[src/rtl/imm_gen_pipe.sv]
// Pipelined immediate generator: combinational format decode feeding a
// 2-entry FIFO skid buffer with valid/ready handshakes on both sides.
module imm_gen_pipe #(
  parameter int XLEN  = 32,
  parameter int TAG_W = 8
) (
  input  logic             clk,
  input  logic             reset,
  input  logic             flush,
  input  logic             in_valid,
  output logic             in_ready,
  input  logic [31:0]      in_instr,
  input  logic [2:0]       in_src,
  input  logic [TAG_W-1:0] in_tag,
  output logic             out_valid,
  input  logic             out_ready,
  output logic [XLEN-1:0]  out_imm,
  output logic [TAG_W-1:0] out_tag,
  output logic             out_err
);

  localparam logic [1:0] EMPTY = 2'd0;
  localparam logic [1:0] ONE   = 2'd1;
  localparam logic [1:0] TWO   = 2'd2;

  logic [1:0]       state;
  logic [XLEN-1:0]  imm0, imm1;
  logic [TAG_W-1:0] tag0, tag1;
  logic             err0, err1;

  logic [63:0]      imm_full;
  logic [XLEN-1:0]  dec_imm;
  logic             dec_err;
  logic             accept;
  logic             drain;
  logic             unused_bits;

  // Decode at 64 bits and truncate, so one table serves both XLEN values.
  always_comb begin
    imm_full = '0;
    dec_err  = 1'b0;
    case (in_src)
      3'b000: imm_full = {{52{in_instr[31]}}, in_instr[31:20]};
      3'b001: imm_full = {{52{in_instr[31]}}, in_instr[31:25], in_instr[11:7]};
      3'b010: imm_full = {{52{in_instr[31]}}, in_instr[7], in_instr[30:25],
                          in_instr[11:8], 1'b0};
      3'b011: imm_full = {{44{in_instr[31]}}, in_instr[19:12], in_instr[20],
                          in_instr[30:21], 1'b0};
      3'b100: imm_full = {{32{in_instr[31]}}, in_instr[31:12], 12'b0};
      3'b101: begin
        if (XLEN == 64) imm_full = {58'b0, in_instr[25:20]};
        else            imm_full = {59'b0, in_instr[24:20]};
      end
      3'b110: imm_full = {59'b0, in_instr[19:15]};
      default: dec_err = 1'b1;
    endcase
  end

  assign dec_imm     = imm_full[XLEN-1:0];
  assign unused_bits = ^{in_instr[6:0], imm_full};

  assign in_ready  = (state != TWO);
  assign out_valid = (state != EMPTY);
  assign accept    = in_valid & in_ready;
  assign drain     = out_valid & out_ready;

  assign out_imm = imm0;
  assign out_tag = tag0;
  assign out_err = err0;

  // Slot 0 is always the head; slot 1 holds the second entry in TWO.
  always_ff @(posedge clk or posedge reset) begin
    if (reset) begin
      state <= EMPTY;
      imm0  <= '0;
      imm1  <= '0;
      tag0  <= '0;
      tag1  <= '0;
      err0  <= 1'b0;
      err1  <= 1'b0;
    end else if (flush) begin
      state <= EMPTY;
      imm0  <= '0;
      imm1  <= '0;
      tag0  <= '0;
      tag1  <= '0;
      err0  <= 1'b0;
      err1  <= 1'b0;
    end else begin
      case (state)
        EMPTY: begin
          if (accept) begin
            imm0  <= dec_imm;
            tag0  <= in_tag;
            err0  <= dec_err;
            state <= ONE;
          end
        end
        ONE: begin
          if (accept && drain) begin
            imm0 <= dec_imm;
            tag0 <= in_tag;
            err0 <= dec_err;
          end else if (accept) begin
            imm1  <= dec_imm;
            tag1  <= in_tag;
            err1  <= dec_err;
            state <= TWO;
          end else if (drain) begin
            state <= EMPTY;
          end
        end
        TWO: begin
          if (drain) begin
            imm0  <= imm1;
            tag0  <= tag1;
            err0  <= err1;
            state <= ONE;
          end
        end
        default: state <= EMPTY;
      endcase
    end
  end

endmodule
[config.mk]
export PLATFORM = sky130hd
export DESIGN_NAME = imm_gen_pipe
export DESIGN_NICKNAME = d
export VERILOG_FILES = /design/src/rtl/imm_gen_pipe.sv
export SDC_FILE = /design/constraint.sdc
export NUM_CORES = 1
export LEC_CHECK = 0
export BUFFER_PORTS_ARGS = -buffer_cell sky130_fd_sc_hd__buf_2
export CORE_ASPECT_RATIO = 0.75
export CORE_UTILIZATION = 50
export DETAILED_ROUTE_END_ITERATION = 8
export HOLD_SLACK_MARGIN = 0.1
export PLACE_DENSITY = 0.84
export SYNTH_ARGS = -nofsm -noshare
export SYNTH_HDL_FRONTEND = slang
export SYNTH_SLANG_ARGS = --single-unit
export TNS_END_PERCENT = 100
[constraint.sdc]
create_clock -name clk -period 3 [get_ports clk]
set_input_delay 0.15 -clock clk [delete_from_list [all_inputs] [get_ports clk]]
set_output_delay 0.15 -clock clk [all_outputs]
set_load 0.03 [all_outputs]
==> results of run 1 <==
cell type report:
cell class | count | share of cell area, %
Sequential cell | 84 | 40.7
Multi-Input combinational cell | 289 | 37.3
Timing Repair Buffer | 107 | 12.4
Clock buffer | 11 | 4.70
Tap cell | 105 | 2.54
Clock inverter | 5 | 2.08
Inverter | 3 | 0.242
flip-flops by register name, indices dropped and copies added, names as in the netlist:
| name | cells |
|---|---|
| imm1 | 32 |
| out_imm | 32 |
| out_tag | 8 |
| tag1 | 8 |
| state | 2 |
| err1 | 1 |
| out_err | 1 |
worst max-delay path: cells and delay by family, from the launching register on:
| family | cells | cell delay (ps) |
|---|---|---|
| buffers and inverters | 3 | 970 |
| flip-flops | 1 | 460 |
| AND/OR/NAND/NOR | 1 | 230 |
worst min-delay path by stage:
stage	endpoint	slack (ps)	cells after the start
6_report	imm1[10]$_DFFE_PP0P_	110	2
5_1_grt	imm1[7]$_DFFE_PP0P_	110	2
4_1_cts	imm1[7]$_DFFE_PP0P_	100	2
3_5_place_dp	out_tag[1]$_DFFE_PP0P_	260	2
3_3_place_gp	out_imm[8]$_DFFE_PP0P_	260	2
2_1_floorplan	state[1]$_DFFE_PP0P_	250	1
stage by stage:
stage                     area [µm²]  power, W  hold WS, ps  utilization [%]
after global routing            5160   0.00313          108             63.8
after detailed placement        4680   0.00172          259             57.9
final                           5160   0.00302          112             63.8
after global placement          4680   0.00171          259             57.9
after floorplan                 4270   0.00158          248                -
after CTS                       5160   0.00303          101             63.8
logic make-up (layout without fill, tap and decap cells):
kind of cell,count (synthesis),after routing,share of synthesized area (%)
flip-flops,84,84,49.2
XOR/XNOR,1,1,0.205
buffers and inverters,46,126,5.80
AO/OA/AOI/OAI,158,158,26.8
multiplexers,22,22,5.27
AND/OR/NAND/NOR,108,108,12.7
routing by layer:
metal  global-route usage, %  up-vias  wire length (µm)
met4                    7.30        0               164
met1                    36.9     1851              4970
met5                       0        -                 0
met3                    7.46       23               948
li1                        -     1703                 -
met2                    42.8      196              5110
Yosys cell counts (2+ instances only):
library cell and number:
inv_1 2, a21o_1 15, a21oi_1 38, o22ai_1 7
a22o_1 35, a2111oi_0 11, nand2_1 43, buf_6 4
o31ai_1 18, buf_2 15, dfrtp_1 84, o21ai_0 14
or2_2 2, clkbuf_1 15, mux2_2 3, nand4b_1 2
nor3_1 10, nor3b_1 10, a22oi_1 5, buf_1 2
buf_4 7, a32o_1 2, o221ai_1 8, nor2_1 25
and3_1 2, nor2b_1 6, mux2i_1 18
where the power goes:
group          total, W  switching, W  leakage, nW  internal [W]
Combinational  0.000501      0.000333         1.28      0.000168
Clock           0.00130      0.000455        0.170      0.000841
Sequential      0.00122     0.0000331         1.14       0.00119
Total           0.00302      0.000822         2.60       0.00220
cells in the final DEF, fill, tap and decap left out, types with 2 or more instances in the layout:
cell	n
dfrtp_1	84
buf_2	83
nand2_1	43
a21oi_1	38
a22o_1	35
nor2_1	25
o31ai_1	18
mux2i_1	18
a21o_1	15
o21ai_0	14
dlygate4sd3_1	13
a2111oi_0	11
nor3b_1	10
buf_4	10
nor3_1	9
clkbuf_16	9
o221ai_1	8
o22ai_1	7
nor2b_1	6
a22oi_1	5
mux2_2	3
bufinv_16	3
or2_2	2
nand4b_1	2
a32o_1	2
and3_1	2
==> flow_summary.json, run 1 <==
{
  "wl_per_cell_um": 18.5,
  "dpl.hpwl_mm": 7.14,
  "dp.cells": 575,
  "clk_pin_slew_ps": 60,
  "endpoint": "in_ready",
  "antenna_found_initial": 0,
  "synth_nets": 467,
  "powerDensity_nw_per_um2": 585,
  "via_per_inst": 6.25,
  "slew_headroom_pct": 33.9,
  "core-area_um2": 8090,
  "hold_path_class": "input pin to flip-flop",
  "crit_required_ps": 2850,
  "period_needed_ps": 2150,
  "crit_arrival_ps": 2000,
  "timing.final.ws_setup_ps": 849,
  "status": "complete, no violations",
  "synth_top_area_share_pct": 49.2,
  "nFillCells": 671,
  "drtIter0Drc": 308,
  "finalSetupViolations": 0,
  "grt_start_max_net_pins": 48,
  "overflow": 0,
  "ys_ff_latch": 84,
  "rows": 28,
  "fmax_mhz": 465,
  "multiInputGateArea_um2": 1930,
  "first_global_vias": 3640,
  "postCtsSetupBuffers": 0,
  "finalMaxSlewViolations": 0,
  "clock_latency_ps": 340,
  "cpMaxStageDelayCell": "dfrtp_1",
  "cp-startpoint": "state[0]$_DFFE_PP0P_",
  "rsz0062_at_grt": "false",
  "first_pass_iters": 6,
  "start_kind": "flip-flop",
  "synth-async-reset-ratio_pct": 100,
  "die_area_um2": 8920,
  "r2r_setup_slack_ps": 890,
  "grt_pass1_wl_mm": 18.2,
  "ys.flop_type": "dfrtp_1",
  "synth_cells": 419,
  "r2r_end": "out_imm[22]$_DFFE_PP0P_",
  "cts_root_buf": "clkbuf_16",
  "place_ws_ps": 866,
  "cts_resized": 0,
  "finClkSkew_ps": 6.98,
  "hold_buffers": 13,
  "p_leak_nw": 2.60,
  "reg2reg_from": "state[1]$_DFFE_PP0P_",
  "yosysWarnings": 0,
  "num_io_pins": 91,
  "register_area_um2": 2100,
  "nets": 542,
  "io_buffers": 83,
  "antennaDiodeCount": 0,
  "crit_chain": "nor2b_4 > clkinv_1 > buf_4 > buf_2",
  "htree_levels": 3,
  "layout-drive-gt1-share_pct": 24.4,
  "cts_tree": "done",
  "ys_types": 43,
  "gp_congestion": 0.822,
  "ys_seq_area_share_pct": 49.2,
  "stdcell_count": 604,
  "postSynthAreaPerCell_um2": 10.2,
  "wl_mm": 11.2,
  "slowest_delay_ps": 460,
  "min_from": "in_instr[30]",
  "area_growth_syn_to_layout_pct": 20.9,
  "start_util_pct": 52.8,
  "grtUsageTotal_pct": 27.1,
  "yosysTopAreaCell": "dfrtp_1",
  "clock-sinks": 84,
  "timing.setup.tns_ps": 0,
  "synth_edf_count": 0,
  "path_class": "flip-flop to output pin",
  "worstMarginPinSlew_ps": 992,
  "ir_worst_vdd_mv": 0.352,
  "finalCritPeriodShare_pct": 71.7,
  "clockBufferDepth": 2,
  "cp-end-kind": "output pin",
  "crit_fanout": 15,
  "syn_area_um2": 4270,
  "hold_viol_final": 0,
  "ant_nets": 0,
  "die_w_um": 109,
  "synthTopCellsByArea": "dfrtp_1 (49%), a22o_1 (7.2%), a21oi_1 (4.5%)",
  "cts_buffers": 9,
  "vias": 3773,
  "max_cap_viol_count": 0,
  "r2r_cells": 6,
  "die_y_um": 82.0,
  "drcViolationCount": 0
}
Power figures use the tool's default switching activity.
==> run 2, diff against run 1 <==
- clock period: 3 -> 2.2 ns (I/O delays scaled with it)
==> run 2 against run 1 <==
  * Clock-buffer cell count grew 1
  * Hold slack improved by 5.5 ps
  * Die area stayed put
  * Cell count up 2.3%
  * Sequential share of layout area fell by 0.67 points
  * Largest cell class unchanged
  * Highest routed layer unchanged
==> flow_summary.json, run 2 (synthesis results as in run 1) <==
{
  "status": "complete, no violations",
  "wl_mm": 11.3,
  "clock_latency_ps": 340,
  "grtUsageTotal_pct": 27.2,
  "first_pass_iters": 5,
  "gp_congestion": 0.850,
  "max_cap_viol_count": 0,
  "via_per_inst": 6.16,
  "cts_buffers": 9,
  "start_util_pct": 52.8,
  "first_global_vias": 3634,
  "worstMarginPinSlew_ps": 658,
  "dpl.hpwl_mm": 7.58,
  "grt_start_max_net_pins": 61,
  "finalInstanceArea_um2": 5250,
  "cp-end-kind": "output pin",
  "drcViolationCount": 0,
  "crit_arrival_ps": 1920,
  "path_class": "flip-flop to output pin",
  "io_buffers": 83,
  "overflow": 0,
  "area_growth_syn_to_layout_pct": 22.9,
  "layout-drive-gt1-share_pct": 25.5,
  "finalSetupViolations": 0,
  "nets": 556,
  "cts_root_buf": "clkbuf_16",
  "clockBufferDepth": 2,
  "clk_pin_slew_ps": 60,
  "antennaDiodeCount": 0,
  "fmax_mhz": 492,
  "die_area_um2": 8920,
  "postCtsSetupBuffers": 0,
  "die_y_um": 82.0,
  "num_io_pins": 91,
  "placed_area_um2": 4760,
  "start_kind": "flip-flop",
  "crit_required_ps": 2090,
  "grt_pass1_wl_mm": 18.5,
  "cts_tree": "done",
  "cp-startpoint": "state[1]$_DFFE_PP0P_",
  "clock-sinks": 84,
  "rsz0062_at_grt": "false",
  "drtIter0Drc": 359,
  "hold_path_class": "input pin to flip-flop",
  "hold_viol_final": 0,
  "rows": 28,
  "p_leak_nw": 2.64,
  "layout_common_cells": "dfrtp_1 (84), buf_2 (83), nand2_1 (43), a21oi_1 (38), a22o_1 (35)",
  "slew_headroom_pct": 56.0,
  "final_common_cell": "dfrtp_1",
  "period_needed_ps": 2030,
  "vias": 3805,
  "wl_per_cell_um": 18.2,
  "antenna_found_initial": 0,
  "reg2reg_from": "state[1]$_DFFE_PP0P_",
  "min_from": "in_instr[20]",
  "finalCritPeriodShare_pct": 92.4,
  "finClkSkew_ps": 8.78,
  "powerDensity_nw_per_um2": 762,
  "finalMaxSlewViolations": 0,
  "die_w_um": 109,
  "ir_worst_vdd_mv": 0.629,
  "core-area_um2": 8090,
  "ant_nets": 0,
  "crit_fanout": 12,
  "totalPowerFinal_w": 0.00400,
  "timing.setup.tns_ps": 0,
  "htree_levels": 3
}
-- run 2: report_power, final --
group	total [W]	switching [W]	internal [W]	leakage, nW
clock	0.00163	0.000602	0.00102	0.153
combinational	0.000701	0.000457	0.000244	1.34
sequential	0.00167	0.0000465	0.00162	1.14
-- run 2: stage by stage --
step                      std cells  setup WS, ps  hold WS [ps]  utilization (%)
after floorplan                 419           495           208                -
after global placement          585           314           190             58.8
after detailed placement        585           244           195             58.8
after CTS                       618           187           109             64.9
after global routing            618          39.1           147             64.9
final                           618           168           118             64.9
-- run 2: routing by layer --
layer / part of all wire, % / GRT usage (%) / vias up
li1: - / - / 1741
met1: 45 / 37.8 / 1843
met2: 45 / 42.2 / 206
met3: 9.1 / 7.06 / 15
met4: 1.2 / 7.30 / 0
met5: 0 / 0 / -
-- run 2: cell type report --
cell class / count / area (µm²)
repair buffers: 121 / 756
clock buffers: 12 / 246
fillers: 628 / 2840
multi-input cells: 289 / 1930
well taps: 105 / 131
flip-flops and latches: 84 / 2100
inverters: 3 / 15.0
clock inverters: 4 / 72.6
-- run 2: final timing paths --
| path | slack [ps] | endpoint | cells past startpoint |
|---|---|---|---|
| max | 170 | in_ready | 4 |
| min | 120 | imm1[20]$_DFFE_PP0P_ | 3 |
| max reg2reg | 240 | out_imm[24]$_DFFE_PP0P_ | 5 |
| min reg2reg | 470 | out_imm[27]$_DFFE_PP0P_ | 1 |
| max in group asynchronous | 1140 | out_imm[24]$_DFFE_PP0P_ | 4 |
| min in group asynchronous | 380 | tag1[7]$_DFFE_PP0P_ | 3 |
-- run 2: worst max-delay path, stage by stage (launching register included) --
cell      delay [ps]
dfrtp_1          420
nor2b_4          300
clkinv_1         370
buf_4            300
buf_2            180
-- run 2: what timing repair did --
action	CTS	global route
hold buffers	17	0
gates resized for setup	0	0
endpoints found under the hold margin	40	0
